==> src/rtl/fetch_seq_pkg.sv <==
// Shared types and constants for the instruction-fetch sequencing logic.
// No logic of its own; imported by the sequencer and the hazard compare.
// Register-number width and the pipeline NOP encoding live here for reuse.
package fetch_seq_pkg;

    localparam int REG_W = 5;
    localparam logic [31:0] NOP = 32'h0000_0000;

    typedef enum logic [1:0] {
        BOOT     = 2'd0,
        RUN      = 2'd1,
        REDIRECT = 2'd2,
        HALT     = 2'd3
    } state_t;

endpackage

==> src/rtl/load_use_detect.sv <==
// Load-use hazard compare between the ID sources and a load in EX.
// Latency: purely combinational, zero cycles.
// No flow control; the result is sampled by whoever needs it.
module load_use_detect
    import fetch_seq_pkg::*;
(
    input  logic [REG_W-1:0] id_rs,
    input  logic [REG_W-1:0] id_rt,
    input  logic             id_rs_used,
    input  logic             id_rt_used,
    input  logic [REG_W-1:0] ex_rd,
    input  logic             ex_mem_read,
    output logic             hazard
);

    logic rs_match;
    logic rt_match;

    // Register 0 is hardwired, so a load targeting it never creates a dependency.
    assign rs_match = id_rs_used && (id_rs == ex_rd);
    assign rt_match = id_rt_used && (id_rt == ex_rd);
    assign hazard   = ex_mem_read && (ex_rd != '0) && (rs_match || rt_match);

endmodule

==> src/rtl/fetch_sequencer.sv <==
// IF-stage sequencer: boot, load-use stall, branch redirect squash, halt/resume.
// Latency: controls are Mealy on the current cycle; stall_cycles lags by one edge.
// Stall holds PC and IF/ID; flush/bubble insert NOPs on redirect and stall.
module fetch_sequencer
    import fetch_seq_pkg::*;
#(
    parameter logic [31:0] RESET_VECTOR     = 32'h0000_0000,
    parameter int          REDIRECT_BUBBLES = 2
)
(
    input  logic             clk,
    input  logic             rst,
    input  logic [REG_W-1:0] id_rs,
    input  logic [REG_W-1:0] id_rt,
    input  logic             id_rs_used,
    input  logic             id_rt_used,
    input  logic [REG_W-1:0] ex_rd,
    input  logic             ex_mem_read,
    input  logic             branch_taken,
    input  logic [31:0]      branch_target,
    input  logic             halt_req,
    input  logic             resume,
    output logic             stall,
    output logic [31:0]      Next_pc,
    output logic             jump_cs,
    output logic             flush_if_id,
    output logic             bubble_id_ex,
    output logic [15:0]      stall_cycles
);

    localparam logic [2:0] RCNT_INIT = 3'(REDIRECT_BUBBLES - 1);

    state_t     state;
    logic [2:0] rcnt;
    logic       hazard;
    logic       redirect_start;

    load_use_detect u_load_use_detect (
        .id_rs       (id_rs),
        .id_rt       (id_rt),
        .id_rs_used  (id_rs_used),
        .id_rt_used  (id_rt_used),
        .ex_rd       (ex_rd),
        .ex_mem_read (ex_mem_read),
        .hazard      (hazard)
    );

    // A taken branch squashes the ID instruction, so it outranks halt and hazard.
    assign redirect_start = branch_taken && ((state == RUN) || (state == REDIRECT));

    always_comb begin
        stall        = 1'b0;
        jump_cs      = 1'b0;
        flush_if_id  = 1'b0;
        bubble_id_ex = 1'b0;
        Next_pc      = branch_target;
        case (state)
            BOOT: begin
                jump_cs      = 1'b1;
                Next_pc      = RESET_VECTOR;
                flush_if_id  = 1'b1;
                bubble_id_ex = 1'b1;
            end
            RUN, REDIRECT: begin
                if (redirect_start) begin
                    jump_cs      = 1'b1;
                    flush_if_id  = 1'b1;
                    bubble_id_ex = 1'b1;
                end else if (state == REDIRECT) begin
                    flush_if_id = 1'b1;
                end else if (halt_req || hazard) begin
                    stall        = 1'b1;
                    bubble_id_ex = 1'b1;
                end
            end
            HALT: begin
                stall        = 1'b1;
                bubble_id_ex = 1'b1;
            end
            default: ;
        endcase
    end

    always_ff @(posedge clk or posedge rst) begin
        if (rst) begin
            state <= BOOT;
            rcnt  <= 3'd0;
        end else begin
            case (state)
                BOOT: begin
                    state <= (RCNT_INIT == 3'd0) ? RUN : REDIRECT;
                    rcnt  <= RCNT_INIT;
                end
                RUN, REDIRECT: begin
                    if (redirect_start) begin
                        state <= (RCNT_INIT == 3'd0) ? RUN : REDIRECT;
                        rcnt  <= RCNT_INIT;
                    end else if (state == REDIRECT) begin
                        rcnt <= rcnt - 3'd1;
                        if (rcnt == 3'd1) begin
                            state <= RUN;
                        end
                    end else if (halt_req) begin
                        state <= HALT;
                    end
                end
                HALT: begin
                    if (resume) begin
                        state <= RUN;
                    end
                end
                default: state <= BOOT;
            endcase
        end
    end

    always_ff @(posedge clk or posedge rst) begin
        if (rst) begin
            stall_cycles <= 16'd0;
        end else if (stall && (stall_cycles != 16'hFFFF)) begin
            stall_cycles <= stall_cycles + 16'd1;
        end
    end

endmodule

==> config.mk <==
export PLATFORM = sky130hd
export DESIGN_NAME = fetch_sequencer
export DESIGN_NICKNAME = d
export VERILOG_FILES = /design/src/rtl/fetch_seq_pkg.sv /design/src/rtl/load_use_detect.sv /design/src/rtl/fetch_sequencer.sv
export SDC_FILE = /design/constraint.sdc
export NUM_CORES = 1
export LEC_CHECK = 0
export BUFFER_PORTS_ARGS = -buffer_cell sky130_fd_sc_hd__buf_2
export CAP_MARGIN = 5
export CORE_ASPECT_RATIO = 1.4
export CORE_MARGIN = 1.5
export CORE_UTILIZATION = 30
export CTS_CLUSTER_SIZE = 10
export DETAILED_ROUTE_END_ITERATION = 10
export HOLD_SLACK_MARGIN = 0.15
export SLEW_MARGIN = 20
export SYNTH_ARGS = -nofsm -noshare
export SYNTH_HDL_FRONTEND = slang
export SYNTH_SLANG_ARGS = --single-unit
==> constraint.sdc <==
create_clock -name clk -period 2.4 [get_ports clk]
set_input_delay 0.36 -clock clk [delete_from_list [all_inputs] [get_ports clk]]
set_output_delay 0.36 -clock clk [all_outputs]
set_load 0.01 [all_outputs]
==> results by stage <==
Clock network:
- The root cell of the clock tree is sky130_fd_sc_hd__clkbuf_8.
- The total number of H-tree levels is 1.
- TritonCTS built the clock tree.
- Clock-pin slew was measured on the worst setup and hold paths at 80 ps.
- The number of CTS-inserted buffers is 3.
- For this design, the sink count on the clock tree is 21.
- The total of hold buffers inserted after clock tree synthesis is 0.
- The maximum buffer depth of the clock tree is 2.
- For the worst-skew pair, the clock arrives at the later sink with an insertion delay of 260 ps.

Yosys:
- The number of flops mapped to enable cells by yosys is 0.
- The mean cell area of the mapped netlist is ~9.5 sq um.
- Synthesis produced ~170 cells.
- The synthesized cell area is 0.00163 sq mm.
- Counting flops with an async set or reset pin after synthesis yields a share of 100%.
- The most used flip-flop cell after synthesis is sky130_fd_sc_hd__dfrtp_1.
- For this run, the register share of the synthesized area comes to 32.2%.
- The count of synthesis-stage warnings from yosys is 0.
- After synthesis the netlist holds a flip-flop and latch count of 21.
- The synthesized net count is 235.
- The number of different library cells used by synthesis comes to 39.

Die:
- The floorplan step set the die width to around 65 microns.
- In this run the standard cell core region covers 0.00520 sq mm.
- The I/O pin total is 107.
- The effective utilization at floorplan is 31.4%.
- The floorplan has 31 rows.
- The vertical extent of the die is 90.2 microns.
- The floorplan die area is 0.00589 sq mm.

GRT:
- Across every metal layer, demand over resource in global routing totals 14.2%.
- The first global-routing pass estimated 6710 microns of wire.
- For this run the aggregate overflow at the end of global routing stands at 0.
- The maximum number of pins on one net before global-route repair is 35.
- The number of antenna violations at the first check in global routing is 0.
- The number of global-route vias before repair is 1,541.

Flow run:
- The max-capacitance violation count is 0.

Routing:
- The first-pass iteration count of the detailed router is 5.
- In the routed design, unresolved DRC markers number 0.
- The remaining number of nets flagged by the antenna check after routing is 0.
- The total wire length after detailed routing is 4360 microns.
- Using the TritonRoute via totals, the vias-per-cell ratio works out to 4.79.
- Dividing the detail-routed wire length by the instance count gives 12.5 microns.
- The violation count after the first detailed-route iteration is 49.
- The count of vias placed by the detailed router is 1,678.

Timing:
- The count of final max-slew check failures is 0.
- Setup repair after global routing left no endpoint under its margin.
- The worst pin sits at a relative slew slack of 43.1%.
- Static timing analysis puts the maximum clock frequency at 436 MHz.
- The pin slew with the least headroom to its limit is 853 ps.
- The count of final hold-check violations was 0.
- The final setup skew is roughly 7.2 ps.
- Dividing the final minimum period by the clock period gives 95.5%.
- The worst path needs roughly 2300 ps of the cycle, external delays included.
- Setup total negative slack on the finished layout was measured at 0 ps.
- The total setup violations reported at the end of the flow is 0.

Cells and area:
- The number of fillers in the final layout is 509.
- The antenna diode count is 0.
- Of the cells placed in the final design, the portion with a size suffix greater than 1 is 47.5%.
- In the layout the commonest cells are sky130_fd_sc_hd__buf_2, sky130_fd_sc_hd__nor2b_1, sky130_fd_sc_hd__dfrtp_1, sky130_fd_sc_hd__nand2_1, sky130_fd_sc_hd__xor2_1.
- From synthesis to final layout, the design area changed by 44.9%.
- The net count of the finished layout is 348.
- The core occupancy in the finished layout is 45.5%.
- The most common cell after layout, fill and taps aside is sky130_fd_sc_hd__buf_2.

Setup path:
- The arrival time reported for the critical path endpoint is 1930 ps.
- The endpoint kind of the worst setup timing path is an output pin.
- At the worst endpoint, the required time is a little over 2000 ps.
- In this run the worst path has a maximum fanout of 4.
- The launching element type of the critical path is a flop.
- The worst setup path is of the reg2out kind.

Placement:
- The weighted congestion reported at the end of routability-driven placement is 0.833.
- The post-detailed-placement half-perimeter wirelength is 3470 microns.
- The number of port buffers is 106.

Worst hold path:
- The path class of the lowest-slack min-delay path is in2async.

Power and ir drop:
- Dividing total power by cell area gives a power density of around 1000 mW/mm^2.
- For this design the static power due to leakage is 0.00112 uW.
- The worst supply voltage drop on vdd is 0.000343 V.

Outcome:
- The run finished with clean final reports.
worst max-delay path, cell delays in order, from the launching register on:
cell                      delay (ps)
sky130_fd_sc_hd__dfrtp_1         380
sky130_fd_sc_hd__inv_1            90
sky130_fd_sc_hd__ha_1            320
sky130_fd_sc_hd__and2b_2         250
sky130_fd_sc_hd__o21ai_4         180
sky130_fd_sc_hd__o32ai_2         110
sky130_fd_sc_hd__a21oi_4         150
sky130_fd_sc_hd__inv_1            50
sky130_fd_sc_hd__buf_2           130
sequential cells by signal, summed over array words and instances (netlist names):
register	count
rcnt	3
state	2
stall_cycles	16
final timing paths:
kind / cells past startpoint / slack [ps] / endpoint / start
worst max-delay path: 8 / 110 / stall / state[0]$_DFFE_PP0P_
worst min-delay path: 2 / 250 / rcnt[1]$_DFFE_PP0P_ / rst
worst max register to register: 10 / 130 / stall_cycles[8]$_DFFE_PP0P_ / state[0]$_DFFE_PP0P_
worst min register to register: 2 / 490 / rcnt[1]$_DFFE_PP0P_ / rcnt[1]$_DFFE_PP0P_
max in group asynchronous: 2 / 1610 / stall_cycles[3]$_DFFE_PP0P_ / rst
min in group clk: 2 / 490 / rcnt[1]$_DFFE_PP0P_ / rcnt[1]$_DFFE_PP0P_
metal layers:
layer	vias to the layer above	track usage [%]	part of all wire (%)
met2	96	26.6	53
li1	805	-	-
met3	6	3.00	8.1
met4	0	4.69	1.3
met5	-	0	0
met1	771	15.2	38
repair_timing:
action	4_1_cts	5_1_grt
setup endpoints to repair	1	11
pin swaps	0	1
gates resized for setup	1	8
buffers inserted	1	2
power by group:
group | internal, uW | total, uW | switching [uW]
Clock | 116 | 237 | 122
Combinational | 614 | 1420 | 802
Sequential | 485 | 644 | 159
Total | 1210 | 2300 | 1080
cell type report:
cell class | instances | area (sq um) | share of cell area, %
clock buffers | 3 | 41.3 | 1.75
inverters | 10 | 37.5 | 1.59
multi-input cells | 136 | 1080 | 45.9
well taps | 66 | 82.6 | 3.50
repair buffers | 113 | 587 | 24.8
flip-flops and latches | 21 | 526 | 22.2
clock inverters | 1 | 5.00 | 0.212
synthesized netlist by cell type, types with 2 or more instances:
| cell type | instances | area, sq um |
|---|---|---|
| sky130_fd_sc_hd__nand2_1 | 14 | 52.6 |
| sky130_fd_sc_hd__dfrtp_1 | 21 | 526 |
| sky130_fd_sc_hd__a21oi_1 | 3 | 15.0 |
| sky130_fd_sc_hd__nand3_1 | 4 | 20.0 |
| sky130_fd_sc_hd__nor2b_1 | 33 | 206 |
| sky130_fd_sc_hd__nor4b_2 | 2 | 30.0 |
| sky130_fd_sc_hd__nor3_1 | 4 | 20.0 |
| sky130_fd_sc_hd__xnor2_1 | 11 | 96.3 |
| sky130_fd_sc_hd__o21ai_0 | 6 | 30.0 |
| sky130_fd_sc_hd__nor4b_1 | 2 | 17.5 |
| sky130_fd_sc_hd__xor2_1 | 14 | 123 |
| sky130_fd_sc_hd__nor2_1 | 4 | 15.0 |
| sky130_fd_sc_hd__ha_1 | 8 | 100 |
| sky130_fd_sc_hd__nor3_2 | 2 | 20.0 |
| sky130_fd_sc_hd__inv_1 | 10 | 37.5 |
| sky130_fd_sc_hd__clkbuf_1 | 3 | 11.3 |
| sky130_fd_sc_hd__mux2i_1 | 2 | 20.0 |
| sky130_fd_sc_hd__nor4_2 | 3 | 37.5 |
| sky130_fd_sc_hd__mux2_1 | 2 | 22.5 |
| sky130_fd_sc_hd__nand4_1 | 5 | 31.3 |
cell families (layout without fill, tap and decap cells):
logic type,count (synthesis),after routing,synth area share (%)
XOR/XNOR,25,25,13.4
adder cells (fa/ha/maj),8,8,6.14
AND/OR/NAND/NOR,83,83,34.0
buffers and inverters,15,127,4.60
flip-flops,21,21,32.2
multiplexers,4,4,2.61
AO/OA/AOI/OAI,16,16,6.98
through the flow:
step	worst slack [ps]	power (uW)	hold slack [ps]	area (sq um)	std cells
CTS	21.5	2220	304	2290	348
finish	108	2300	252	2360	350
global placement	148	1940	472	2240	343
global route	8.57	2470	349	2360	350
detailed placement	27.4	1950	480	2240	343
floorplan	174	1490	337	1630	172
Note: power is estimated with default switching activity, not from simulation.
